## config.mk

```make
export PLATFORM = sky130hd
export DESIGN_NAME = fetch_control
export DESIGN_NICKNAME = d
export VERILOG_FILES = /design/src/rtl/fetch_control.sv
export SDC_FILE = /design/constraint.sdc
export NUM_CORES = 1
export LEC_CHECK = 0
export ABC_AREA = 1
export BUFFER_PORTS_ARGS = -buffer_cell sky130_fd_sc_hd__buf_4
export CAP_MARGIN = 20
export CORE_MARGIN = 4
export CORE_UTILIZATION = 47
export DETAILED_ROUTE_END_ITERATION = 10
export PLACE_DENSITY = 0.74
export REMOVE_ABC_BUFFERS = 1
export SLEW_MARGIN = 20
export SYNTH_ARGS = -nofsm -noshare
export SYNTH_HDL_FRONTEND = slang
export SYNTH_SLANG_ARGS = --single-unit
```

## constraint.sdc

```tcl
create_clock -name clk -period 1.5 [get_ports clk]
set_input_delay 0.075 -clock clk [delete_from_list [all_inputs] [get_ports clk]]
set_output_delay 0.075 -clock clk [all_outputs]
set_load 0.01 [all_outputs]
```

## src/rtl/fetch_control.sv

```systemverilog
// fetch_control: program counter and IF/ID pipeline register for a five-stage MIPS datapath.
// Drives the byte address into a combinational instruction memory and latches the returned word.
// Handles stall, flush and branch redirect, and detects the halt word to drain and stop.
//
// Ports:
//   clk            rising-edge clock
//   rst_n          asynchronous active-low reset
//   stall          hold PC and IF/ID
//   flush          load a bubble into IF/ID
//   branch_taken   redirect PC to branch_target
//   branch_target  redirect byte address (bits [1:0] forced to 00)
//   address        instruction-memory byte address (the PC register)
//   instruction    word returned for address, same cycle
//   if_id_instr    latched instruction (0 for a bubble)
//   if_id_pc4      latched PC+4
//   if_id_valid    latched slot holds a real instruction
//   halted         pipeline drained after halt; sticky until reset
module fetch_control #(
  parameter logic [31:0] RESET_PC     = 32'h0000_0000,
  parameter logic [31:0] HALT_WORD    = 32'hFFFF_FFFF,
  parameter int unsigned DRAIN_CYCLES = 4
) (
  input  logic        clk,
  input  logic        rst_n,
  input  logic        stall,
  input  logic        flush,
  input  logic        branch_taken,
  input  logic [31:0] branch_target,
  output logic [31:0] address,
  input  logic [31:0] instruction,
  output logic [31:0] if_id_instr,
  output logic [31:0] if_id_pc4,
  output logic        if_id_valid,
  output logic        halted
);

  typedef enum logic [1:0] {StRun, StDrain, StHalted} state_e;

  localparam logic [3:0] DrainLast = 4'(DRAIN_CYCLES - 1);

  state_e      state_q, state_d;
  logic [31:0] pc_q, pc_d;
  logic [31:0] instr_q, instr_d;
  logic [31:0] pc4_q, pc4_d;
  logic        valid_q, valid_d;
  logic [3:0]  cnt_q, cnt_d;

  logic [31:0] pc_plus4;
  logic [31:0] target_aligned;
  logic        bubble;

  assign pc_plus4       = pc_q + 32'd4;
  assign target_aligned = branch_target & ~32'd3;

  always_comb begin
    state_d = state_q;
    pc_d    = pc_q;
    instr_d = instr_q;
    pc4_d   = pc4_q;
    valid_d = valid_q;
    cnt_d   = cnt_q;
    bubble  = 1'b0;

    unique case (state_q)
      StRun: begin
        if (branch_taken) begin
          pc_d   = target_aligned;
          bubble = 1'b1;
        end else if ((instruction == HALT_WORD) && !stall) begin
          // Halt word never enters IF/ID; PC parks on it while the pipe drains.
          bubble  = 1'b1;
          state_d = StDrain;
          cnt_d   = 4'd0;
        end else if (flush) begin
          pc_d   = pc_plus4;
          bubble = 1'b1;
        end else if (!stall) begin
          pc_d    = pc_plus4;
          instr_d = instruction;
          pc4_d   = pc_plus4;
          valid_d = 1'b1;
        end
      end
      StDrain: begin
        bubble = 1'b1;
        if (branch_taken) begin
          // Halt was on a wrong path: resume fetching at the target.
          pc_d    = target_aligned;
          state_d = StRun;
          cnt_d   = 4'd0;
        end else begin
          cnt_d = cnt_q + 4'd1;
          if (cnt_q == DrainLast) begin
            state_d = StHalted;
          end
        end
      end
      StHalted: begin
        // Frozen until reset.
      end
      default: begin
        state_d = StRun;
      end
    endcase

    if (bubble) begin
      instr_d = 32'd0;
      pc4_d   = 32'd0;
      valid_d = 1'b0;
    end
  end

  always_ff @(posedge clk or negedge rst_n) begin
    if (!rst_n) begin
      state_q <= StRun;
      pc_q    <= RESET_PC;
      instr_q <= 32'd0;
      pc4_q   <= 32'd0;
      valid_q <= 1'b0;
      cnt_q   <= 4'd0;
    end else begin
      state_q <= state_d;
      pc_q    <= pc_d;
      instr_q <= instr_d;
      pc4_q   <= pc4_d;
      valid_q <= valid_d;
      cnt_q   <= cnt_d;
    end
  end

  assign address     = pc_q;
  assign if_id_instr = instr_q;
  assign if_id_pc4   = pc4_q;
  assign if_id_valid = valid_q;
  assign halted      = (state_q == StHalted);

endmodule

```

==> flow_summary.yaml <==
routing:
  ant_nets: 0
  dr.first_iter.drc_count: 658
  vias: 6112
  drt-vias-per-instance: 5.36
  wl_per_cell_um: 16.6
  drtPass1Iterations: 5
  post-route-drc-count: 0
  wl_um: 18900
global_route:
  grt_first_pass_wirelength_um: 29400
  grt_pass1_vias: 6007
  antenna_found_initial: 0
  grtUsageTotal: 0.281
  overflow: 0
  grt_start_max_net_pins: 36
timing:
  rsz0062_at_grt: "true"
  final-hold-violation-count: 0
  setup_viol: 0
  post-route-min-period_ns: 1.49
  max_freq_mhz: 669
  timing.final.crit_share: 0.996
  fin_worst_skew_ns: 0.0116
  slew_violations: 0
  tightest_slew_ns: 0.524
  slew-limit-headroom: 0.650
  whs_ns: 0.0261
  setup_ws_ns: 0.00611
cells_and_area:
  nNetsFinal: 1068
  final_area_um2: 8140
  drive_above_1_share: 0.337
  post-route-util: 0.741
  n_antenna_cell: 0
  fill_cells: 841
  syn_to_final_growth_pct: 52.0
yosys:
  synth_cell_types: 32
  synthCells: 748
  synth_edf_count: 0
  yosys-top-cells-area: "dfrtp_1 (47%), nand2_1 (25%), nand3_1 (6.2%)"
  yosysWarningCount: 0
  synth_top_area_frac: 0.468
  yosysMostFrequentCell: "nand2_1"
  yosysSeqAreaShare: 0.468
  yosys_most_used_dff: "dfrtp_1"
  syn-mean-instance-area_um2: 7.15
  syn_area_um2: 5350
  synth_area_leader_cell: "dfrtp_1"
  ys_top_cells_by_count: "nand2_1 (358), dfrtp_1 (100), nand3_1 (66)"
  ys_ff_latch: 100
  synthArstFlopShare: 1.00
die:
  core_um2: 11000
  die-area_um2: 13200
  die_y_um: 115
  rows: 38
  ios: 167
  initial_core_util: 0.487
  dieWidth_um: 115
clocking:
  clock-sinks: 100
  cts_buffers: 9
  htree_levels: 3
  cts_tree: "done"
  clk_latency_ns: 0.35
  clock_path_buffers: 2
  path_clk_slew_ns: 0.08
  ctsRootBufferMaster: "clkbuf_16"
setup_path:
  crit_path_end_kind: "flop"
  critPathRequiredTime_ns: 1.74
  start_kind: "flop"
  path_class: "reg2reg"
  crit_arrival_ns: 1.74
  crit_fanout: 4
power:
  p_leak_uw: 0.00428
  pwr-share-seq: 0.414
  internal_power_uw: 5210
  finalPower_uw: 7590
  p_switching_uw: 2380
  switching_share: 0.314
  irDropWorstVdd_v: 0.000515
  comb_power_share: 0.271
  clkPwrFrac: 0.315
  power.density_nw_per_um2: 933
place:
  port-buffer-count: 162
  place_ws_ns: -0.0372
  place_area_um2: 7140
  place.gp.congestion: 0.901
  hpwl_um: 12700
outcome:
  status: "finished clean"
min_path:
  hp-class: "in2reg"
flow_run:
  drv_cap: 0
kinds of logic (layout without fill, tap and decap cells):
family | count (synthesis) | after routing | share of synthesized area
buf+inv | 64 | 316 | 0.0538
other cells | 1 | 2 | 0.000701
xor+xnor | 11 | 11 | 0.0180
flops | 100 | 100 | 0.468
fa+ha+maj | 2 | 2 | 0.00468
simple gates | 530 | 530 | 0.415
compound gates | 40 | 40 | 0.0407
final cells by class:
type                    instances  area (um^2)  area share
inverters                      37          139      0.0171
clock buffers                  10          229      0.0281
clock inverters                 5         60.1     0.00738
flip-flops and latches        100         2510       0.308
well taps                     140          175      0.0215
repair buffers                264         2170       0.267
multi-input cells             585         2850       0.350
power by group through the flow:
stage,Combinational (uW),Clock (uW),Sequential (uW)
finish,2060,2390,3140
global route,2250,2530,3160
CTS,1910,2410,3110
detailed placement,1810,0,3150
global placement,1780,0,3150
floorplan,613,0,3270
registers in the layout, summed over array words and instances (netlist names):
signal and cells:
if_id_instr 32, if_id_pc4 31, address 30, cnt_q 4, state_q 2, if_id_valid 1
metal layers:
| metal | routed length (um) | global-route usage |
|---|---|---|
| met2 | 8930 | 0.471 |
| met1 | 7460 | 0.350 |
| met4 | 622 | 0.123 |
| met5 | 0 | 0 |
| met3 | 1940 | 0.0634 |
worst max-delay path, stage by stage, from the launching register on:
cell,delay [ns]
dfrtp_1,0.41
buf_6,0.14
nand2_2,0.07
nor2_4,0.13
nand2_1,0.10
nor2_2,0.13
nand2_1,0.07
nand2_1,0.09
nand3_1,0.10
nand3_1,0.09
nand2_1,0.06
placed cells by master, fill, tap and decap left out, types with 7 or more instances in the layout:
master,netlist,final
nand2_1,358,338
buf_4,3,220
dfrtp_1,100,95
nand3_1,66,62
nor2_1,63,36
dlygate4sd3_1,0,34
inv_1,33,30
o21ai_1,18,23
nand2_2,2,20
nor2_2,1,17
nor2_4,1,12
nand3b_1,12,12
or2_2,11,11
clkbuf_16,0,10
o21ai_0,16,9
inv_2,4,7
worst paths after layout:
kind | from | end | slack [ns] | depth (start not counted)
max | address[3] | address[27] | 0.006 | 10
min | branch_target[9] | address[9] | 0.03 | 5
max reg2reg | address[3] | address[27] | 0.006 | 10
min reg2reg | if_id_pc4[30] | if_id_pc4[30] | 0.49 | 2
max in group asynchronous | rst_n | address[25] | 0.67 | 3
min in group asynchronous | rst_n | address[8] | 0.27 | 2
metrics by stage:
step | std cells | setup TNS [ns]
detailed placement | 1086 | -0.249
global route | 1141 | -1.97
CTS | 1136 | -0.0304
finish | 1141 | 0
floorplan | 722 | -4.78
global placement | 1086 | 0
what timing repair did:
action / CTS / global route
pin swaps: 1 / 20
setup buffers: 1 / 4
hold buffers: 34 / 0
gates resized for setup: 14 / 81
gates cloned: 0 / 1
endpoints found under the setup margin: 18 / 56
hold endpoints to repair: 62 / 0
No activity file was read; power rests on OpenSTA's default activity.
